### src/rtl/snake_pkg.sv
// Shared game types and the step sequencer state encoding.
package snake_pkg;

  typedef enum logic [1:0] {
    MENU  = 2'd0,
    GAME  = 2'd1,
    PAUSE = 2'd2,
    OVER  = 2'd3
  } game_mode;

  typedef enum logic [2:0] {
    IDLE,
    WAIT_DIR,
    MOVE,
    COLL,
    GEN,
    DONE,
    ERROR
  } step_state_t;

  localparam int unsigned STEP_TIMEOUT_DEFAULT = 750000;

endpackage

### src/rtl/step_timer.sv
// Remote-direction timeout counter; present only in builds with STEP_TIMEOUT_EN.
module step_timer
  import snake_pkg::*;
#(
  parameter int unsigned LIMIT = STEP_TIMEOUT_DEFAULT
) (
  input  logic clk,
  input  logic rst,
  input  logic clear,
  input  logic enable,
  output logic expired
);

  localparam int unsigned W = (LIMIT > 1) ? $clog2(LIMIT) : 1;

  logic [W-1:0] count;

  assign expired = (count == W'(LIMIT - 1));

  // Holds at the limit so the count never wraps while still enabled.
  always_ff @(posedge clk) begin
    if (rst || clear) begin
      count <= '0;
    end else if (enable && !expired) begin
      count <= count + 1'b1;
    end
  end

endmodule

### src/rtl/game_step_seq.sv
// Game step sequencer: tick -> direction -> move -> collision -> point gen -> refreshed.
// Define STEP_TIMEOUT_EN to enable the remote-direction timeout and ERROR state.
module game_step_seq
  import snake_pkg::*;
#(
  parameter int unsigned TIMEOUT_CYCLES = STEP_TIMEOUT_DEFAULT,
  parameter int unsigned CNT_W          = 16
) (
  input  logic             clk,
  input  logic             rst,
  input  game_mode         mode,
  input  logic             tick,
  input  logic             rcvdir,
  input  logic             move_done,
  input  logic             coll_done,
  input  logic             gen_done,
  output logic             move_start,
  output logic             coll_start,
  output logic             gen_start,
  output logic             refreshed,
  output logic             con_error,
  output logic             overrun,
  output logic [CNT_W-1:0] step_cnt
);

  if (TIMEOUT_CYCLES < 2) begin : g_timeout_check
    $error("TIMEOUT_CYCLES must be at least 2");
  end

  step_state_t state, state_nxt;
  game_mode    mode_q;
  logic        dir_flag;
  logic        dir_go;
  logic        mode_entry;
  logic        timeout;
  logic        move_nxt, coll_nxt, gen_nxt, ref_nxt;

  assign mode_entry = (mode == GAME) && (mode_q != GAME);
  // A direction arriving in the WAIT_DIR cycle itself is taken without a flag round-trip.
  assign dir_go     = dir_flag || rcvdir;

`ifdef STEP_TIMEOUT_EN
  step_timer #(
    .LIMIT(TIMEOUT_CYCLES)
  ) u_step_timer (
    .clk    (clk),
    .rst    (rst),
    .clear  (state != WAIT_DIR),
    .enable (state == WAIT_DIR),
    .expired(timeout)
  );

  always_ff @(posedge clk) begin
    if (rst || mode_entry) begin
      con_error <= 1'b0;
    end else if (state == ERROR) begin
      con_error <= 1'b1;
    end
  end
`else
  assign timeout   = 1'b0;
  assign con_error = 1'b0;
`endif

  always_comb begin
    state_nxt = state;
    move_nxt  = 1'b0;
    coll_nxt  = 1'b0;
    gen_nxt   = 1'b0;
    ref_nxt   = 1'b0;
    if (mode != GAME) begin
      state_nxt = IDLE;
    end else begin
      unique case (state)
        IDLE:     if (tick) state_nxt = WAIT_DIR;
        WAIT_DIR: begin
          if (dir_go) begin
            state_nxt = MOVE;
            move_nxt  = 1'b1;
          end else if (timeout) begin
            state_nxt = ERROR;
          end
        end
        MOVE: begin
          if (move_done) begin
            state_nxt = COLL;
            coll_nxt  = 1'b1;
          end
        end
        COLL: begin
          if (coll_done) begin
            state_nxt = GEN;
            gen_nxt   = 1'b1;
          end
        end
        GEN: begin
          if (gen_done) begin
            state_nxt = DONE;
            ref_nxt   = 1'b1;
          end
        end
        DONE:    state_nxt = IDLE;
        ERROR:   state_nxt = ERROR;
        default: state_nxt = IDLE;
      endcase
    end
  end

  always_ff @(posedge clk) begin
    if (rst || (mode != GAME)) begin
      dir_flag <= 1'b0;
    end else if (rcvdir) begin
      dir_flag <= 1'b1;
    end else if (move_start) begin
      dir_flag <= 1'b0;
    end
  end

  always_ff @(posedge clk) begin
    if (rst) begin
      state      <= IDLE;
      mode_q     <= MENU;
      move_start <= 1'b0;
      coll_start <= 1'b0;
      gen_start  <= 1'b0;
      refreshed  <= 1'b0;
      overrun    <= 1'b0;
      step_cnt   <= '0;
    end else begin
      state      <= state_nxt;
      mode_q     <= mode;
      move_start <= move_nxt;
      coll_start <= coll_nxt;
      gen_start  <= gen_nxt;
      refreshed  <= ref_nxt;
      if (mode_entry) begin
        overrun  <= 1'b0;
        step_cnt <= '0;
      end else begin
        if (ref_nxt) step_cnt <= step_cnt + 1'b1;
        if (tick && (state != IDLE)) overrun <= 1'b1;
      end
    end
  end

endmodule

### config.mk
export PLATFORM = sky130hd
export DESIGN_NAME = game_step_seq
export DESIGN_NICKNAME = d
export VERILOG_FILES = /design/src/rtl/snake_pkg.sv /design/src/rtl/step_timer.sv /design/src/rtl/game_step_seq.sv
export SDC_FILE = /design/constraint.sdc
export NUM_CORES = 1
export LEC_CHECK = 0
export BUFFER_PORTS_ARGS = -buffer_cell sky130_fd_sc_hd__buf_2
export CORE_MARGIN = 4
export CORE_UTILIZATION = 54
export CTS_BUF_LIST = sky130_fd_sc_hd__clkbuf_8
export CTS_CLUSTER_DIAMETER = 80
export DETAILED_ROUTE_END_ITERATION = 8
export GPL_TIMING_DRIVEN = 0
export HOLD_SLACK_MARGIN = 0.06
export PLACE_DENSITY = 0.81
export SKIP_LAST_GASP = 1
export SLEW_MARGIN = 30
export SYNTH_ARGS = -nofsm -noshare
export SYNTH_HDL_FRONTEND = slang
export SYNTH_SLANG_ARGS = --single-unit
export TNS_END_PERCENT = 10
### constraint.sdc
create_clock -name clk -period 2.6 [get_ports clk]
set_clock_uncertainty 0.05 [all_clocks]
set_input_delay 0.39 -clock clk [delete_from_list [all_inputs] [get_ports clk]]
set_output_delay 0.39 -clock clk [all_outputs]
set_load 0.02 [all_outputs]
==> metrics.cfg, run 1 <==
[worst_setup_path]
crit_top_cell = or4_1
critical_path_arrival_ns = 2.19
worstSetupPathType = flop to flop
reg2reg_slack_ns = 0.56
cp_slowest_cell = or4_1
cp-start-kind = flop
cpPeakStageDelay_ns = 0.54
critPathMaxFanout = 4
rr_worst_depth = 5
r2r_end = step_cnt[14]
setup.worst_path.end_class = flop
crit_chain = ha_1 -> nand4_1 -> or4_1 -> or4_1 -> a21oi_1
worstPathRequired_ns = 2.75
timing.rr.start = step_cnt[0]

[logic_synthesis]
syn_area_um2 = 1200
ys_ff_latch = 27
synth_top_area_cell = dfxtp_1
avgSynthCellArea_um2 = 8.75
synth.area.top_cells = dfxtp_1 (45%), a21oi_1 (7.1%), or3_1 (4.2%)
synth_cells = 137
syn-num-nets = 147
ys_warn_count = 0
ys_seq_area_share_pct = 45.1
ys_types = 30
synth_top_area_share_pct = 45.1

[routing]
ant_nets = 0
vias = 1116
first_iter_violations = 27
dr.pass1.iters = 4
via_per_inst = 5.66
route.detailed.drc = 0
finalWirelength_um = 2590
wire_per_inst_um = 13.1

[cells_and_area]
fin_area_um2 = 1420
layout_commonest_cell = buf_2
drive_above_1_share_pct = 22.4
nNetsFinal = 181
final_cell_mix = buf_2 (30), dfxtp_1 (27), a21oi_1 (17), nand2_1 (13), nor2_1 (10)
n_antenna_cell = 0
syn2layout_area_growth_pct = 18.7

[clock_tree]
cts_hold_buf = 0
postCtsResizedCells = 0
clkLatencyLatePin_ns = 0.27
cts-root-buf = clkbuf_8
cts_tree = built
clock-sinks = 27
cts_made_buffers = 3
cts_max_level = 1
path_clk_slew_ns = 0.09
cts_setup_buffers = 0
clk_path_buf_depth = 2

[global_routing]
grt_pass1_wl_um = 4270
grt_max_degree = 15
antenna_found_initial = 0
grt-ovfl-total = 0
grtUsageTotal_pct = 19.6
grt_pass1_vias = 1013

[status]
status = finished, final reports clean

[min_path]
hp-class = input port to flop
worstHoldStart = rst
hold_end = refreshed
worstHoldPathCells = 2

[die]
initial_utilization_pct = 58.7
ioPinCount = 31
design.core.area_um2 = 2040
fp.dieH_um = 55.1
rows = 16
die_area_um2 = 3040
die_x_um = 55.1

[placed_design]
dpl-instance-area_um2 = 1380
dpl.hpwl_um = 1910
routabilityCongestion = 0.742
placement.io_buffers = 29

[pwr]
vdd_ir_drop_max_mv = 0.373
powerDensity_nw_per_um2 = 479
p_leak_nw = 0.539

[sta]
hold_violations = 0
rsz0062_at_grt = no
slew_viol_final = 0
fin_crit_ns = 2.04
fin_crit_sh_pct = 78.4
max_freq_mhz = 491
setup_viol = 0
final.setup.tns_ns = 0

[flow_run]
max-cap-violations = 0

worst max-delay path by stage:
stage	slack, ns	from	end	cells after the start
floorplan	0.60	step_cnt[0]	step_cnt[14]	5
global placement	0.59	mode[1]	step_cnt[14]	5
detailed placement	0.51	mode[1]	step_cnt[14]	5
CTS	0.57	step_cnt[0]	step_cnt[14]	5
global route	0.44	step_cnt[0]	step_cnt[14]	5
finish	0.56	step_cnt[0]	step_cnt[14]	5
final cells by class:
class                           instances  area, um2
Buffer                                  5       31.3
Clock buffer                            3       41.3
Clock inverter                          1       3.75
Fill cell                             186        619
Inverter                                5       18.8
Multi-Input combinational cell        100        608
Sequential cell                        27        541
Tap cell                               27       33.8
Timing Repair Buffer                   29        145
synthesized netlist by cell type, drive strengths merged:
library cell  instances
dfxtp                27
a21oi                17
nand2                13
nor2                 10
or3                   9
or4                   6
inv                   5
nand3                 5
nand4                 5
o21ai                 5
o31ai                 5
nand2b                4
buf                   3
nor2b                 3
nor4                  3
xnor2                 3
and4                  2
clkbuf                2
xor2                  2
a21o                  1
a311o                 1
and4bb                1
conb                  1
ha                    1
nand4bb               1
o21bai                1
o22ai                 1
kinds of logic after synthesis:
logic type	Yosys count	share of synthesized area, %
fa+ha+maj	1	1.04
other cells	1	0.313
xor+xnor	5	3.65
flops	27	45.1
buf+inv	10	4.18
compound gates	31	14.9
simple gates	62	30.8
worst max-delay path: cells and delay by family (launching register included):
kind / cells / cell delay [ns]
and+or+nand+nor: 3 / 1.12
DFF: 1 / 0.41
adders and majority gates: 1 / 0.24
AOI/OAI and AO/OA: 1 / 0.16
registers in the layout (all words and copies together), names as in the netlist:
name	cells
gen_start	1
mode_q	2
overrun	1
refreshed	1
state	3
coll_start	1
step_cnt	16
dir_flag	1
move_start	1
through the flow:
step           hold slack [ns]  std cells  total power [W]  worst slack [ns]  utilization [%]
2_1_floorplan            0.402        137         0.000446             0.597                -
3_3_place_gp             0.400        193         0.000459             0.588             67.5
3_5_place_dp             0.412        193         0.000460             0.508             67.5
4_1_cts                  0.269        197         0.000690             0.567             69.7
5_1_grt                  0.281        197         0.000712             0.441             69.7
6_report                 0.273        197         0.000682             0.563             69.7
routing by layer:
layer,up-vias,global-route usage (%),wire length (um)
met3,9,2.95,133
met2,36,32.9,1270
met4,0,12.1,79
met5,-,0,0
li1,557,-,-
met1,514,23.2,1110
power breakdown:
group	internal, W	switching (W)
Combinational	0.0000131	0.0000201
Sequential	0.000416	0.00000153
Clock	0.000106	0.000125
Note: power is estimated with default switching activity, not from simulation.
==> run 2, diff against run 1 <==
clock period = 2.1 ns   (was 2.6 ns; I/O delays follow)
==> metrics.cfg, run 2 (synthesis results as in run 1) <==
[die]
ioPinCount = 31  ; unchanged
fp.dieH_um = 55.1  ; unchanged
die_area_um2 = 3040  ; unchanged
initial_utilization_pct = 58.7  ; unchanged
design.core.area_um2 = 2040  ; unchanged
rows = 16  ; unchanged
die_x_um = 55.1  ; unchanged

[clock_tree]
cts-root-buf = clkbuf_8  ; unchanged
cts_hold_buf = 0  ; unchanged
path_clk_slew_ns = 0.09  ; about the same
cts_max_level = 1  ; unchanged
cts_setup_buffers = 0  ; unchanged
cts_tree = built  ; unchanged
clk_path_buf_depth = 2  ; unchanged
cts_made_buffers = 3  ; unchanged
clkLatencyLatePin_ns = 0.27  ; about the same
clock-sinks = 27  ; unchanged

[routing]
via_per_inst = 5.77  ; was 5.66
wire_per_inst_um = 13.3  ; was 13.1 um
first_iter_violations = 32  ; was 27
finalWirelength_um = 2620  ; was 2590 um
ant_nets = 0  ; unchanged
dr.pass1.iters = 4  ; unchanged
vias = 1136  ; was 1116
route.detailed.drc = 0  ; unchanged

[worst_setup_path]
critPathMaxFanout = 10  ; was 4
worstSetupPathType = flop to flop  ; unchanged
setup.worst_path.end_class = flop  ; unchanged
critical_path_arrival_ns = 2.13  ; was 2.19 ns
reg2reg_slack_ns = 0.12  ; was 0.56 ns
worstPathRequired_ns = 2.25  ; was 2.75 ns
cp-start-kind = flop  ; unchanged

[pwr]
p_leak_nw = 0.542  ; was 0.539 nW
vdd_ir_drop_max_mv = 0.463  ; was 0.373 mV
powerDensity_nw_per_um2 = 592  ; was 479 nW/um2

[cells_and_area]
drive_above_1_share_pct = 23.5  ; was 22.4%
instances_no_fill = 197  ; unchanged
reg_top3 = step_cnt: 16 flops, state: 3 flops, mode_q: 2 flops  ; unchanged
largest_reg_flops = 16  ; unchanged
layout_commonest_cell = buf_2  ; unchanged
syn2layout_area_growth_pct = 19.1  ; was 18.7%
final_cell_mix = buf_2 (30), dfxtp_1 (26), a21oi_1 (17), nand2_1 (13), nor2_1 (10)  ; was buf_2 (30), dfxtp_1 (27), a21oi_1 (17), nand2_1 (13), nor2_1 (10)
n_antenna_cell = 0  ; unchanged
nNetsFinal = 181  ; unchanged
top_register = step_cnt  ; unchanged

[min_path]
hp-class = input port to flop  ; unchanged

[global_routing]
grt-ovfl-total = 0  ; unchanged
grt_max_degree = 15  ; unchanged
grt_pass1_vias = 1013  ; unchanged
grt_pass1_wl_um = 4270  ; unchanged
antenna_found_initial = 0  ; unchanged
grtUsageTotal_pct = 19.6  ; unchanged

[placed_design]
place_inst = 193  ; unchanged
placement.io_buffers = 29  ; unchanged
routabilityCongestion = 0.742  ; unchanged
dpl.hpwl_um = 1910  ; unchanged

[flow_run]
max-cap-violations = 0  ; unchanged

[sta]
max_freq_mhz = 506  ; was 491 MHz
slew_viol_final = 0  ; unchanged
holdWs_ns = 0.196  ; was 0.273 ns
hold_violations = 0  ; unchanged
fin_crit_ns = 1.98  ; was 2.04 ns
setup_viol = 0  ; unchanged
worst_slew_pin_slew_ns = 0.506
final.setup.tns_ns = 0  ; unchanged
maxSlewHeadroom_pct = 66.3
rsz0062_at_grt = no  ; unchanged
fin_crit_sh_pct = 94.1  ; was 78.4%

[status]
status = finished, final reports clean  ; unchanged

[run 2: cell count changes in the layout (fill, tap and decap cells not counted)]
cell | previous run | this run
dfxtp_1 | 27 | 26
dfxtp_2 | 0 | 1
or4_1 | 6 | 5
or4_4 | 0 | 1
[run 2: timing repair]
item / 4_1_cts / 5_1_grt
hold endpoints to repair: 0 / 0
resized for setup: 0 / 2
setup endpoints to repair: 0 / 1
[run 2: area by class of cell]
type	instances	area, um2
plain buffers	5	31.3
clock buffers	3	41.3
clock inverters	1	3.75
fillers	186	614
inverters	5	18.8
multi-input cells	100	612
flip-flops and latches	27	542
well taps	27	33.8
repair buffers	29	145
[run 2: routing by layer]
metal	part of all wire, %	vias up	GRT usage, %
li1	-	555	-
met5	0	-	0
met4	3.7	0	12.1
met1	43	533	23.2
met3	5.3	11	2.95
met2	48	37	32.9
[run 2: per-stage QoR]
stage | worst slack [ns] | total power, W | area (um2) | utilization, %
2_1_floorplan | 0.0969 | 0.000553 | 1200 | -
3_3_place_gp | 0.163 | 0.000569 | 1380 | 67.5
3_5_place_dp | 0.0831 | 0.000570 | 1380 | 67.5
4_1_cts | 0.0665 | 0.000854 | 1420 | 69.7
5_1_grt | 0.0144 | 0.000884 | 1430 | 69.9
6_report | 0.123 | 0.000845 | 1430 | 69.9
[run 2: worst max-delay path: stages, from the launching register on]
cell	delay, ns
dfxtp_1	0.31
buf_2	0.20
nand4bb_4	0.15
or3_4	0.39
buf_6	0.15
or4_1	0.50
a21oi_1	0.15
[run 2: path summary, 6_finish.rpt]
check                start  cells after the start            to
hold reg to reg    overrun                      2       overrun
setup reg to reg  state[2]                      6  step_cnt[13]
hold / removal         rst                      2     mode_q[1]
setup / recovery  state[2]                      6  step_cnt[13]
[run 2: report_power, final]
part / switching [W] / internal, W
Combinational: 0.0000254 / 0.0000162
Clock: 0.000156 / 0.000131
Sequential: 0.00000191 / 0.000515
==> run 3, diff against run 2 <==
ABC_AREA = 1   (was default)
CORE_UTILIZATION = 56   (was 54)
PLACE_DENSITY = 0.82   (was 0.81)
==> metrics.cfg, run 3 <==
[sta]
max_freq_mhz = 684  ; was 506 MHz
setup_viol = 0  ; unchanged
fin_crit_sh_pct = 69.6  ; was 94.1%
rsz0062_at_grt = no  ; unchanged
slew_viol_final = 0  ; unchanged
fin_crit_ns = 1.46  ; was 1.98 ns
hold_violations = 0  ; unchanged
final.setup.tns_ns = 0  ; unchanged

[worst_setup_path]
critical_path_arrival_ns = 1.63  ; was 2.13 ns
worstSetupPathType = flop to flop  ; unchanged
critPathMaxFanout = 5  ; was 10
worstPathRequired_ns = 2.27  ; was 2.25 ns
setup.worst_path.end_class = flop  ; unchanged
cp-start-kind = flop  ; unchanged

[placed_design]
dpl.hpwl_um = 2260  ; was 1910 um
routabilityCongestion = 0.816  ; was 0.742
placement.io_buffers = 29  ; unchanged
place_inst = 270  ; was 193

[global_routing]
grt_util_met3_pct = 3.29  ; was 2.95%
grt_use_met2_pct = 31.5  ; was 32.9%
grtUsageTotal_pct = 19.2  ; was 19.6%
grt-ovfl-total = 0  ; unchanged
antenna_found_initial = 0  ; unchanged
use_met1_pct = 24.7  ; was 23.2%
grt_pass1_vias = 1251  ; was 1013
grt_pass1_wl_um = 5220  ; was 4270 um
top_usage_layer = met2  ; unchanged
grt_max_degree = 16  ; was 15

[routing]
wire_per_inst_um = 11.0  ; was 13.3 um
vias = 1406  ; was 1136
via_per_inst = 5.13  ; was 5.77
ant_nets = 0  ; unchanged
finalWirelength_um = 3010  ; was 2620 um
first_iter_violations = 71  ; was 32
route.detailed.drc = 0  ; unchanged
dr.pass1.iters = 4  ; unchanged

[clock_tree]
cts-root-buf = clkbuf_8  ; unchanged
path_clk_slew_ns = 0.09  ; about the same
clkLatencyLatePin_ns = 0.27  ; about the same
cts_made_buffers = 3  ; unchanged
cts_max_level = 1  ; unchanged
cts_tree = built  ; unchanged
clock-sinks = 27  ; unchanged
cts_hold_buf = 0  ; unchanged
clk_path_buf_depth = 2  ; unchanged
cts_setup_buffers = 0  ; unchanged
postCtsResizedCells = 0  ; unchanged

[logic_synthesis]
avgSynthCellArea_um2 = 6.85  ; was 8.75 um2
synth.area.top_cells = dfxtp_1 (37%), nand2_1 (11%), nor2_1 (9.9%)  ; was dfxtp_1 (45%), a21oi_1 (7.1%), or3_1 (4.2%)
ys_types = 29  ; was 30
synth_top_area_share_pct = 37.4  ; was 45.1%
synthFlopType = dfxtp_1  ; unchanged
synth_common_cells = nand2_1 (42), nor2_1 (38), inv_1 (32)  ; was dfxtp_1 (27), a21oi_1 (17), nand2_1 (13)
synth_edf_count = 0  ; unchanged
async_flop_share_pct = 0  ; unchanged
synth_top_area_cell = dfxtp_1  ; unchanged
syn_area_um2 = 1450  ; was 1200 um2
ys_ff_latch = 27  ; unchanged
post-synth-top-count-cell = nand2_1  ; was dfxtp_1
ys_warn_count = 0  ; unchanged
syn-num-nets = 221  ; was 147
synth_cells = 211  ; was 137
ys_seq_area_share_pct = 37.4  ; was 45.1%

[die]
die_x_um = 58.8  ; was 55.1 um
design.core.area_um2 = 2480  ; was 2040 um2
initial_utilization_pct = 58.4  ; was 58.7%
die_area_um2 = 3460  ; was 3040 um2
ioPinCount = 31  ; unchanged
fp.dieH_um = 58.8  ; was 55.1 um
rows = 18  ; was 16

[cells_and_area]
nNetsFinal = 255  ; was 181
layout_commonest_cell = nand2_1  ; was buf_2
top_register = step_cnt  ; unchanged
n_antenna_cell = 0  ; unchanged
syn2layout_area_growth_pct = 15.8  ; was 19.1%
instances_no_fill = 274  ; was 197
fillers = 241  ; was 186
largest_reg_flops = 16  ; unchanged
final_cell_mix = nand2_1 (42), nor2_1 (38), inv_1 (32), buf_2 (29), dfxtp_1 (27)  ; was buf_2 (30), dfxtp_1 (26), a21oi_1 (17), nand2_1 (13), nor2_1 (10)
reg_top3 = step_cnt: 16 flops, state: 3 flops, mode_q: 2 flops  ; unchanged
drive_above_1_share_pct = 20.1  ; was 23.5%

[min_path]
hp-class = input port to flop  ; unchanged

[pwr]
powerDensity_nw_per_um2 = 527  ; was 592 nW/um2
p_leak_nw = 0.769  ; was 0.542 nW
vdd_ir_drop_max_mv = 0.415  ; was 0.463 mV

[flow_run]
max-cap-violations = 0  ; unchanged

[status]
status = finished, final reports clean  ; unchanged

run 3: changes by cell type in the layout (fill, tap and decap cells not counted), moves of 7 or more:
| cell | delta |
|---|---|
| or3_1 | -8 |
| nand2_1 | +29 |
| nor2_1 | +28 |
| a21oi_1 | -7 |
| nand3_1 | +18 |
| inv_1 | +26 |
run 3: per-layer routing:
layer,up-vias,routed length (um)
met5,-,0
met4,0,43
met3,5,177
met1,640,1430
li1,725,-
met2,36,1360
run 3: cell families after synthesis:
logic type      count (synthesis)  synth area share, %
simple gates                  121                 40.3
buf+inv                        38                 11.4
flops                          27                 37.4
compound gates                 20                 7.96
xor+xnor                        3                 1.82
fa+ha+maj                       1                0.865
other cells                     1                0.259
run 3: power breakdown:
part | internal, W | total (W) | switching [W]
clock | 0.000133 | 0.000296 | 0.000163
sequential | 0.000516 | 0.000518 | 0.00000200
combinational | 0.0000246 | 0.0000696 | 0.0000451
run 3: final timing paths:
kind | start | to | slack [ns] | cells past startpoint
hold / removal | mode[1] | mode_q[1] | 0.23 | 3
hold reg to reg | move_start | dir_flag | 0.38 | 1
setup / recovery | step_cnt[1] | step_cnt[12] | 0.64 | 9
setup reg to reg | step_cnt[1] | step_cnt[12] | 0.64 | 9
run 3: layout make-up:
type | instances | area, um2 | share of cell area [%]
Buffer | 4 | 37.5 | 2.24
Multi-Input combinational cell | 146 | 741 | 44.2
Timing Repair Buffer | 29 | 145 | 8.66
Sequential cell | 27 | 541 | 32.3
Clock buffer | 3 | 41.3 | 2.46
Clock inverter | 1 | 5.00 | 0.299
Inverter | 34 | 128 | 7.62
Tap cell | 30 | 37.5 | 2.24
run 3: through the flow:
stage               hold WS, ns  power (W)  utilization, %  instance area [um2]  setup WS [ns]
finish                    0.231   0.000883            67.6                 1680          0.638
global route              0.225   0.000923            67.6                 1680          0.443
detailed placement        0.381   0.000600            65.8                 1630          0.512
floorplan                 0.336   0.000578               -                 1450          0.649
CTS                       0.226   0.000895            67.6                 1680          0.640
global placement          0.375   0.000599            65.8                 1630          0.522
run 3: worst max-delay path, stage by stage, from the launching register on:
cell	delay (ns)
dfxtp_1	0.39
ha_1	0.24
nand3_1	0.13
inv_1	0.08
nand2_1	0.10
nor2_4	0.16
nand2_1	0.07
nand2_1	0.06
inv_1	0.03
nor2_1	0.08
